<file path="config.mk">
export PLATFORM = sky130hd
export DESIGN_NAME = switch_alloc_flat
export DESIGN_NICKNAME = d
export VERILOG_FILES = /design/src/rtl/switch_alloc_if.sv /design/src/rtl/switch_alloc.sv /design/src/flat_wrapper.sv
export SDC_FILE = /design/constraint.sdc
export NUM_CORES = 1
export LEC_CHECK = 0
export ABC_AREA = 1
export CAP_MARGIN = 40
export CORE_UTILIZATION = 38
export DETAILED_ROUTE_END_ITERATION = 10
export HOLD_SLACK_MARGIN = 0.15
export PLACE_DENSITY_LB_ADDON = 0.05
export RECOVER_POWER = 100
export SETUP_SLACK_MARGIN = 0.15
export SLEW_MARGIN = 20
export SYNTH_ARGS = -nofsm -noshare
export SYNTH_HDL_FRONTEND = slang
export SYNTH_SLANG_ARGS = --single-unit
</file>
<file path="constraint.sdc">
create_clock -name clk -period 5.4 [get_ports clk]
set_clock_uncertainty 0.2 [all_clocks]
set_input_delay 1.62 -clock clk [delete_from_list [all_inputs] [get_ports clk]]
set_output_delay 1.62 -clock clk [all_outputs]
set_load 0.01 [all_outputs]
</file>
<file path="src/rtl/switch_alloc_if.sv">
// Handshake bundle between the five input buffers, the switch allocator and
// the crossbar/output-enable logic of the 5-port mesh router.
interface switch_alloc_if;
    logic       e_req, w_req, n_req, s_req, j_req;
    logic [2:0] e_dst, w_dst, n_dst, s_dst, j_dst;
    logic       e_tail, w_tail, n_tail, s_tail, j_tail;
    logic       E_rdy, W_rdy, N_rdy, S_rdy, Eject_rdy;
    logic [2:0] S_E, S_W, S_N, S_S, S_eject;
    logic       e_pop, w_pop, n_pop, s_pop, j_pop;

    modport master (
        output e_req, w_req, n_req, s_req, j_req,
        output e_dst, w_dst, n_dst, s_dst, j_dst,
        output e_tail, w_tail, n_tail, s_tail, j_tail,
        output E_rdy, W_rdy, N_rdy, S_rdy, Eject_rdy,
        input  S_E, S_W, S_N, S_S, S_eject,
        input  e_pop, w_pop, n_pop, s_pop, j_pop
    );

    modport slave (
        input  e_req, w_req, n_req, s_req, j_req,
        input  e_dst, w_dst, n_dst, s_dst, j_dst,
        input  e_tail, w_tail, n_tail, s_tail, j_tail,
        input  E_rdy, W_rdy, N_rdy, S_rdy, Eject_rdy,
        output S_E, S_W, S_N, S_S, S_eject,
        output e_pop, w_pop, n_pop, s_pop, j_pop
    );
endinterface

</file>
<file path="src/rtl/switch_alloc.sv">
// Wormhole switch allocator: per-output round-robin arbitration with the
// grant held until the owner's tail flit has been transferred.
module switch_alloc (
    input logic          clk,
    input logic          reset,
    switch_alloc_if.slave bus
);

    typedef enum logic {IDLE, LOCKED} state_t;

    localparam logic [2:0] NO_OWNER = 3'b111;

    logic [4:0] req_v;
    logic [4:0] tail_v;
    logic [4:0] rdy_v;
    logic [2:0] dst_v   [5];

    state_t     state   [5];
    logic [2:0] ptr     [5];
    logic [2:0] sel     [5];

    logic [4:0] cand    [5];
    logic [2:0] grant   [5];
    logic [4:0] pop_v;
    logic [4:0] rel_v;

    assign req_v  = {bus.j_req,  bus.s_req,  bus.n_req,  bus.w_req,  bus.e_req};
    assign tail_v = {bus.j_tail, bus.s_tail, bus.n_tail, bus.w_tail, bus.e_tail};
    assign rdy_v  = {bus.Eject_rdy, bus.S_rdy, bus.N_rdy, bus.W_rdy, bus.E_rdy};
    assign dst_v[0] = bus.e_dst;
    assign dst_v[1] = bus.w_dst;
    assign dst_v[2] = bus.n_dst;
    assign dst_v[3] = bus.s_dst;
    assign dst_v[4] = bus.j_dst;

    // Search upward from the slot after the last winner, wrapping 4 -> 0.
    function automatic logic [2:0] rr_pick(input logic [4:0] c, input logic [2:0] last);
        logic [2:0] idx;
        logic [2:0] pick;
        pick = NO_OWNER;
        idx  = last;
        for (int k = 0; k < 5; k++) begin
            idx = (idx >= 3'd4) ? 3'd0 : idx + 3'd1;
            if (pick == NO_OWNER && c[idx]) pick = idx;
        end
        return pick;
    endfunction

    always_comb begin
        pop_v = '0;
        rel_v = '0;
        for (int x = 0; x < 5; x++) begin
            cand[x] = '0;
            for (int i = 0; i < 5; i++) begin
                cand[x][i] = req_v[i] && (dst_v[i] == 3'(x));
            end
            grant[x] = rr_pick(cand[x], ptr[x]);
            if (state[x] == LOCKED) begin
                for (int i = 0; i < 5; i++) begin
                    if (sel[x] == 3'(i) && cand[x][i] && rdy_v[x]) begin
                        pop_v[i] = !reset;
                        rel_v[x] = tail_v[i];
                    end
                end
            end
        end
    end

    // One IDLE/LOCKED machine per output; the lock is only released by a tail pop.
    always_ff @(posedge clk) begin
        if (reset) begin
            for (int x = 0; x < 5; x++) begin
                state[x] <= IDLE;
                ptr[x]   <= 3'd4;
                sel[x]   <= NO_OWNER;
            end
        end else begin
            for (int x = 0; x < 5; x++) begin
                case (state[x])
                    IDLE: begin
                        if (grant[x] != NO_OWNER) begin
                            state[x] <= LOCKED;
                            sel[x]   <= grant[x];
                            ptr[x]   <= grant[x];
                        end
                    end
                    LOCKED: begin
                        if (rel_v[x]) begin
                            state[x] <= IDLE;
                            sel[x]   <= NO_OWNER;
                        end
                    end
                    default: begin
                        state[x] <= IDLE;
                        sel[x]   <= NO_OWNER;
                    end
                endcase
            end
        end
    end

    assign bus.S_E     = sel[0];
    assign bus.S_W     = sel[1];
    assign bus.S_N     = sel[2];
    assign bus.S_S     = sel[3];
    assign bus.S_eject = sel[4];

    assign bus.e_pop = pop_v[0];
    assign bus.w_pop = pop_v[1];
    assign bus.n_pop = pop_v[2];
    assign bus.s_pop = pop_v[3];
    assign bus.j_pop = pop_v[4];

endmodule
</file>
<file path="src/flat_wrapper.sv">
// flat-port wrapper written by rule: the top's interface ports become plain ports
module switch_alloc_flat 
  (clk, reset, bus_e_req, bus_w_req, bus_n_req, bus_s_req, bus_j_req, bus_e_dst, bus_w_dst, bus_n_dst, bus_s_dst, bus_j_dst, bus_e_tail, bus_w_tail, bus_n_tail, bus_s_tail, bus_j_tail, bus_E_rdy, bus_W_rdy, bus_N_rdy, bus_S_rdy, bus_Eject_rdy, bus_S_E, bus_S_W, bus_S_N, bus_S_S, bus_S_eject, bus_e_pop, bus_w_pop, bus_n_pop, bus_s_pop, bus_j_pop);
  switch_alloc_if bus_i ();
  input logic clk;
  input logic reset;
  input wire logic [$bits(bus_i.e_req)-1:0] bus_e_req;
  input wire logic [$bits(bus_i.w_req)-1:0] bus_w_req;
  input wire logic [$bits(bus_i.n_req)-1:0] bus_n_req;
  input wire logic [$bits(bus_i.s_req)-1:0] bus_s_req;
  input wire logic [$bits(bus_i.j_req)-1:0] bus_j_req;
  input wire logic [$bits(bus_i.e_dst)-1:0] bus_e_dst;
  input wire logic [$bits(bus_i.w_dst)-1:0] bus_w_dst;
  input wire logic [$bits(bus_i.n_dst)-1:0] bus_n_dst;
  input wire logic [$bits(bus_i.s_dst)-1:0] bus_s_dst;
  input wire logic [$bits(bus_i.j_dst)-1:0] bus_j_dst;
  input wire logic [$bits(bus_i.e_tail)-1:0] bus_e_tail;
  input wire logic [$bits(bus_i.w_tail)-1:0] bus_w_tail;
  input wire logic [$bits(bus_i.n_tail)-1:0] bus_n_tail;
  input wire logic [$bits(bus_i.s_tail)-1:0] bus_s_tail;
  input wire logic [$bits(bus_i.j_tail)-1:0] bus_j_tail;
  input wire logic [$bits(bus_i.E_rdy)-1:0] bus_E_rdy;
  input wire logic [$bits(bus_i.W_rdy)-1:0] bus_W_rdy;
  input wire logic [$bits(bus_i.N_rdy)-1:0] bus_N_rdy;
  input wire logic [$bits(bus_i.S_rdy)-1:0] bus_S_rdy;
  input wire logic [$bits(bus_i.Eject_rdy)-1:0] bus_Eject_rdy;
  output wire logic [$bits(bus_i.S_E)-1:0] bus_S_E;
  output wire logic [$bits(bus_i.S_W)-1:0] bus_S_W;
  output wire logic [$bits(bus_i.S_N)-1:0] bus_S_N;
  output wire logic [$bits(bus_i.S_S)-1:0] bus_S_S;
  output wire logic [$bits(bus_i.S_eject)-1:0] bus_S_eject;
  output wire logic [$bits(bus_i.e_pop)-1:0] bus_e_pop;
  output wire logic [$bits(bus_i.w_pop)-1:0] bus_w_pop;
  output wire logic [$bits(bus_i.n_pop)-1:0] bus_n_pop;
  output wire logic [$bits(bus_i.s_pop)-1:0] bus_s_pop;
  output wire logic [$bits(bus_i.j_pop)-1:0] bus_j_pop;
  assign bus_i.e_req = bus_e_req;
  assign bus_i.w_req = bus_w_req;
  assign bus_i.n_req = bus_n_req;
  assign bus_i.s_req = bus_s_req;
  assign bus_i.j_req = bus_j_req;
  assign bus_i.e_dst = bus_e_dst;
  assign bus_i.w_dst = bus_w_dst;
  assign bus_i.n_dst = bus_n_dst;
  assign bus_i.s_dst = bus_s_dst;
  assign bus_i.j_dst = bus_j_dst;
  assign bus_i.e_tail = bus_e_tail;
  assign bus_i.w_tail = bus_w_tail;
  assign bus_i.n_tail = bus_n_tail;
  assign bus_i.s_tail = bus_s_tail;
  assign bus_i.j_tail = bus_j_tail;
  assign bus_i.E_rdy = bus_E_rdy;
  assign bus_i.W_rdy = bus_W_rdy;
  assign bus_i.N_rdy = bus_N_rdy;
  assign bus_i.S_rdy = bus_S_rdy;
  assign bus_i.Eject_rdy = bus_Eject_rdy;
  assign bus_S_E = bus_i.S_E;
  assign bus_S_W = bus_i.S_W;
  assign bus_S_N = bus_i.S_N;
  assign bus_S_S = bus_i.S_S;
  assign bus_S_eject = bus_i.S_eject;
  assign bus_e_pop = bus_i.e_pop;
  assign bus_w_pop = bus_i.w_pop;
  assign bus_n_pop = bus_i.n_pop;
  assign bus_s_pop = bus_i.s_pop;
  assign bus_j_pop = bus_i.j_pop;
  switch_alloc u_core (.clk(clk), .reset(reset), .bus(bus_i));
endmodule
</file>
# Word-level counts from Yosys, hierarchy flattened
# Memory sizes are Yosys's and may differ from the RTL's.
# Cells that the tools add are included.
[classes]
n_mux = 227
n_lt_le_gt_ge = 50
reduce_logical = 106
n_addsub = 25
bitwise_logic = 25
eq_ne = 65
[op_table]
columns = ["op", "count"]
rows = [
  ["$mux 3", 65],
  ["$mux 1", 132],
  ["$lt 3x4->1 const B", 25],
  ["$logic_and 1x1->1", 95],
  ["$eq 3x3->1 const B", 30],
  ["$add 3x1->3 const B", 25],
  ["$bmux 1 s3", 25],
  ["$ge 3x3->1 const B", 25],
  ["$eq 3x2->1 const B", 20],
  ["$eq 3x1->1 const B", 10],
  ["$logic_not 3->1", 10],
  ["$mux 5", 5],
  ["$or 1x1->1", 25],
  ["$ne 3x3->1 const B", 5],
  ["$logic_not 1->1", 1],
]
[word_totals]
ff_bits = 0
in_bits = 32
ramBits = 35
memories = 3
elab_cells = 501
[mem_list]
columns = ["name", "depth", "width", "read_ports", "rd_clocked_by_memory_dff", "write_ports", "line", "source"]
rows = [
  ["u_core.ptr", 5, 3, 5, 0, 5, "switch_alloc.sv:19", "logic [2:0] ptr [5];"],
  ["u_core.sel", 5, 3, 5, 0, 5, "switch_alloc.sv:20", "logic [2:0] sel [5];"],
  ["u_core.state", 5, 1, 5, 0, 5, "switch_alloc.sv:18", "state_t state [5];"],
]

# Depth between registers and ports, before layout
[logic_depth]
word_depth = 24
depth_mapped = 29
depth_no_buf = 28

# Worst setup path before layout
# Ideal clock, no wire load.
[synth_timing]
kind = "input to output"
startpoint = "in bus_s_dst[2]"
endpoint = "out bus_s_pop"
slack_ps = 884
t_arrival_ps = 2696
path_stages = 7
path_buffers = 0
path_cell_list = "inv_1 -> nand2_1 -> nor2_1 -> inv_1 -> nor4_1 -> a221oi_1 -> a31oi_1"
[synth_via]
elab_chain_len = 14
[synth_lines]
columns = ["item", "line", "source"]
rows = [
  ["from (decl)", "flat_wrapper.sv:15", "input wire logic [$bits(bus_i.s_dst)-1:0] bus_s_dst;"],
  ["$logic_not 3->1", "switch_alloc.sv:55", "cand[x][i] = req_v[i] && (dst_v[i] == 3'(x));"],
  ["$logic_and 1x1->1", "switch_alloc.sv:55", ""],
  ["$logic_and 1x1->1 (2 in series)", "switch_alloc.sv:60", "if (sel[x] == 3'(i) && cand[x][i] && rdy_v[x]) begin"],
  ["$mux 1", "switch_alloc.sv:60", ""],
  ["$mux 5", "switch_alloc.sv:58", "if (state[x] == LOCKED) begin"],
  ["$mux 1", "switch_alloc.sv:60", ""],
  ["$mux 5", "switch_alloc.sv:58", ""],
  ["$mux 1", "switch_alloc.sv:60", ""],
  ["$mux 5", "switch_alloc.sv:58", ""],
  ["$mux 1", "switch_alloc.sv:60", ""],
  ["$mux 5", "switch_alloc.sv:58", ""],
  ["$mux 1", "switch_alloc.sv:60", ""],
  ["$mux 5 *", "switch_alloc.sv:58", ""],
  ["to (decl)", "flat_wrapper.sv:35", "output wire logic [$bits(bus_i.s_pop)-1:0] bus_s_pop;"],
]
# Mark *: on every way between the ends. The rest lies on a longest branch, timed or not.

# Worst setup path after layout
[layout_timing]
startpoint = "in bus_E_rdy"
endpoint = "out bus_w_pop"
[layout_via]
elab_chain_len = 11
[layout_lines]
columns = ["item", "line", "source"]
rows = [
  ["from (decl)", "flat_wrapper.sv:22", "input wire logic [$bits(bus_i.E_rdy)-1:0] bus_E_rdy;"],
  ["$logic_and 1x1->1 *", "switch_alloc.sv:60", ""],
  ["$mux 1 *", "switch_alloc.sv:60", ""],
  ["$mux 5 *", "switch_alloc.sv:58", ""],
  ["$mux 1", "switch_alloc.sv:60", ""],
  ["$mux 5 *", "switch_alloc.sv:58", ""],
  ["$mux 1", "switch_alloc.sv:60", ""],
  ["$mux 5 *", "switch_alloc.sv:58", ""],
  ["$mux 1", "switch_alloc.sv:60", ""],
  ["$mux 5 *", "switch_alloc.sv:58", ""],
  ["$mux 1", "switch_alloc.sv:60", ""],
  ["$mux 5 *", "switch_alloc.sv:58", ""],
  ["to (decl)", "flat_wrapper.sv:33", "output wire logic [$bits(bus_i.w_pop)-1:0] bus_w_pop;"],
]
# Marks and branches as above.

==> impl_metrics.env <==
export IMPL_synthCells=887
export IMPL_gp_congestion=0.9232
export IMPL_antenna_left=0
export IMPL_antenna_found_initial=0
export IMPL_grt_pass1_wl_um=29300
export IMPL_avgSynthCellArea_um2=6.411
export IMPL_crit_slowest_cell="clkdlybuf4s50_1"
export IMPL_final_nets=1111
export IMPL_grt_overflow_total=0
export IMPL_cts_tree="built"
export IMPL_top_usage_layer="met2"
export IMPL_worst_path_buf_inv=5
export IMPL_use_met2=0.3617
export IMPL_critPathMaxFanout=2
export IMPL_cpPeakStageDelay_ps=510
export IMPL_design_area_um2=7472
export IMPL_arrival_ps=3350
export IMPL_ys_types=50
export IMPL_dieArea_um2=15460
export IMPL_placementRows=44
export IMPL_cts_buffers_inserted=5
export IMPL_syn_nets=955
export IMPL_cp_cell_sequence="clkdlybuf4s50_1, inv_1, nor2_1, inv_1, nor4_4, inv_2, o22ai_2, a221oi_1, a21oi_1, buf_2"
export IMPL_maxCapViolCount=0
export IMPL_drtIter0Drc=434
export IMPL_cts_root_buf="clkbuf_16"
export IMPL_remaining_drc_errors=0
export IMPL_cp_top_family="buffers and inverters"
export IMPL_track_usage=0.2286
export IMPL_cpMostUsedCell="inv_1"
export IMPL_synth_main_ff_cell="edfxtp_1"
export IMPL_grt_pass1_vias=5849
export IMPL_dp_hpwl_um=14500
export IMPL_clk_transition_reported_paths_ps=50
export IMPL_rsz0062_at_grt="yes"
export IMPL_cts_sinks=35
export IMPL_finalHoldViolCount=0
export IMPL_max_clock_freq_ghz=0.1935
export IMPL_first_pass_iters=5
export IMPL_hold_buffers=0
export IMPL_htreeDepth=2
export IMPL_status="complete, no violations"
export IMPL_finalCritPeriodShare=0.9571
export IMPL_critPathRequiredTime_ps=3580
export IMPL_drive_gt1_frac=0.2615
export IMPL_port_buffers=51
export IMPL_area_delta_synth_final_pct=31.40
export IMPL_core_area_um2=14590
export IMPL_hp_class="flop to flop"
export IMPL_chipHeight_um=124.3
export IMPL_setup_tns_ps=0
export IMPL_totalWireLength_um=17740
export IMPL_initial_core_util=0.3898
export IMPL_yosysWarnings=0
export IMPL_ys_seq_area_frac=0.1778
export IMPL_setup_viol=0
export IMPL_critPathKind="input pin to primary output"
export IMPL_viasPerCell=5.213
export IMPL_gr_usage_met1=0.3395
export IMPL_use_met3=0.02191
export IMPL_clock_tree_buffer_depth=2
export IMPL_synth_edf_count=31
export IMPL_insertion_delay_ps=280
export IMPL_worst_pin_slew_ps=524.9
export IMPL_vias=6401
export IMPL_routedWlPerCell_um=14.44
export IMPL_hold_ws_ps=363.2
export IMPL_drv_slew=0
export IMPL_critPathCaptureType="primary output"
export IMPL_io_pins=52
export IMPL_max_slew_margin=0.6497
export IMPL_die_x_um=124.3
export IMPL_syn_area_um2=5687
export IMPL_diodes=0
export IMPL_ys_async_sr_fraction=0
export IMPL_cp_start_kind="input pin"
export IMPL_ys_seq_elements=35
export IMPL_final_min_clock_period_ps=5168
export IMPL_grt_max_degree=16
export IMPL_placed_cell_area_um2=7121
[sequential cells by signal, summed over array words and instances (netlist names)]
register / cells
u_core.ptr: 15
u_core.sel: 15
u_core.state: 5
[per-stage QoR]
step	std cells	setup slack, ps	util
final	1228	231.8	0.5122
after global routing	1228	69.38	0.5122
after CTS	1222	117.5	0.4995
after detailed placement	1214	-201.4	0.4881
after global placement	1213	-189.3	0.4878
after floorplan	887	883.5	-
[layout make-up]
| class | instances | area (µm²) |
|---|---|---|
| fillers | 1472 | 7117 |
| inverters | 167 | 630.6 |
| clock buffers | 7 | 142.6 |
| well taps | 184 | 230.2 |
| repair buffers | 153 | 1255 |
| multi-input cells | 681 | 4198 |
| clock inverters | 1 | 5.005 |
| flip-flops and latches | 35 | 1011 |
[layout by cell type, fill, tap and decap left out, types with 12 or more instances in the layout]
cell and instances:
o21ai_0 19, nor2_2 15, a21oi_1 24, buf_4 100, nand3_1 96, nor2_1 87
nand2_1 164, a31oi_1 17, ha_1 36, nand2_2 37, inv_2 32, nand4_1 28
dlygate4sd3_1 15, edfxtp_1 31, clkdlybuf4s50_1 25, nand2_4 12, o211ai_1 12, inv_1 134
o21ai_1 17
[kinds of logic (layout without fill, tap and decap cells)]
| group | after synthesis | after routing | share of synthesized area |
|---|---|---|---|
| and+or+nand+nor | 487 | 487 | 0.4251 |
| buffers and inverters | 171 | 328 | 0.1144 |
| AOI/OAI and AO/OA | 158 | 158 | 0.2035 |
| adders and majority gates | 36 | 36 | 0.07921 |
| DFF | 35 | 35 | 0.1778 |
[worst register-to-register path, stage by stage (launching register included)]
cell,delay (ps)
edfxtp_1,400
inv_1,90
ha_1,300
inv_1,40
nor2_1,220
ha_1,280
inv_1,110
nor2_4,70
ha_1,280
inv_1,40
nor2_2,190
ha_1,260
nand2_1,160
inv_1,60
ha_1,290
nand2_1,160
o21ai_0,110
a21oi_1,120
nor3_1,60
a21oi_1,220
nand3_1,120
o21ai_2,200
o21bai_2,140
nand2_1,90
nor2_2,50
buf_4,160
clkinvlp_4,140
nand2_1,80
[metal layers]
metal  wire [µm]  part of all wire  vias up
met5           0                 0        -
met4         298             0.017        0
met3         933             0.053       24
met2        7717              0.44      164
met1        8787              0.50     2872
li1            -                 -     3341
[final timing paths]
check | from | endpoint | slack (ps) | cells past startpoint
setup / recovery | bus_E_rdy | bus_w_pop | 230 | 10
hold / removal | u_core.sel[4][2] | u_core.sel[4][2] | 360 | 2
hold reg to reg | u_core.sel[4][2] | u_core.sel[4][2] | 360 | 2
setup reg to reg | u_core.ptr[0][3] | u_core.ptr[0][11] | 510 | 27
[synthesized netlist by cell type, types with 2 or more instances]
| library cell | n | area (µm²) |
|---|---|---|
| nor2_4 | 9 | 101.4 |
| o2111ai_1 | 5 | 43.79 |
| a211oi_1 | 4 | 30.03 |
| o21ai_0 | 18 | 90.09 |
| a41oi_1 | 2 | 17.52 |
| a21oi_1 | 25 | 125.1 |
| o221ai_1 | 2 | 17.52 |
| nand2_1 | 165 | 619.3 |
| nand2_4 | 11 | 123.9 |
| o31ai_1 | 3 | 22.52 |
| o22ai_1 | 12 | 75.07 |
| a221oi_1 | 3 | 26.28 |
| inv_1 | 134 | 503.0 |
| a41oi_2 | 2 | 32.53 |
| o211ai_1 | 12 | 90.09 |
| o21ai_1 | 20 | 100.1 |
| nand3_2 | 5 | 50.05 |
| a31oi_2 | 6 | 75.07 |
| a21boi_0 | 4 | 30.03 |
| o21bai_1 | 2 | 15.01 |
| edfxtp_1 | 31 | 930.9 |
| nor4_1 | 13 | 81.33 |
| a21oi_2 | 5 | 43.79 |
| ha_1 | 36 | 450.4 |
| nor2_1 | 94 | 352.8 |
| nand4_1 | 28 | 175.2 |
| o21ai_2 | 3 | 26.28 |
| dfxtp_1 | 4 | 80.08 |
| a31oi_4 | 6 | 127.6 |
| nor3b_1 | 2 | 15.01 |
| nor3_2 | 2 | 20.02 |
| inv_2 | 33 | 123.9 |
| nand3_1 | 97 | 485.5 |
| nor3_1 | 12 | 60.06 |
| clkbuf_1 | 2 | 7.510 |
| nand2_2 | 37 | 231.5 |
| a31oi_1 | 17 | 106.4 |
| nor2_2 | 9 | 56.30 |
[timing repair]
action / 4_1_cts / 5_1_grt
setup endpoints to repair: 5 / 39
pin swaps: 2 / 7
gates resized for setup: 18 / 48
setup buffers: 0 / 6
Power is left out: the tool's default activity adds up to more than one toggle a clock period on the data nets, which glitch-free logic cannot reach.
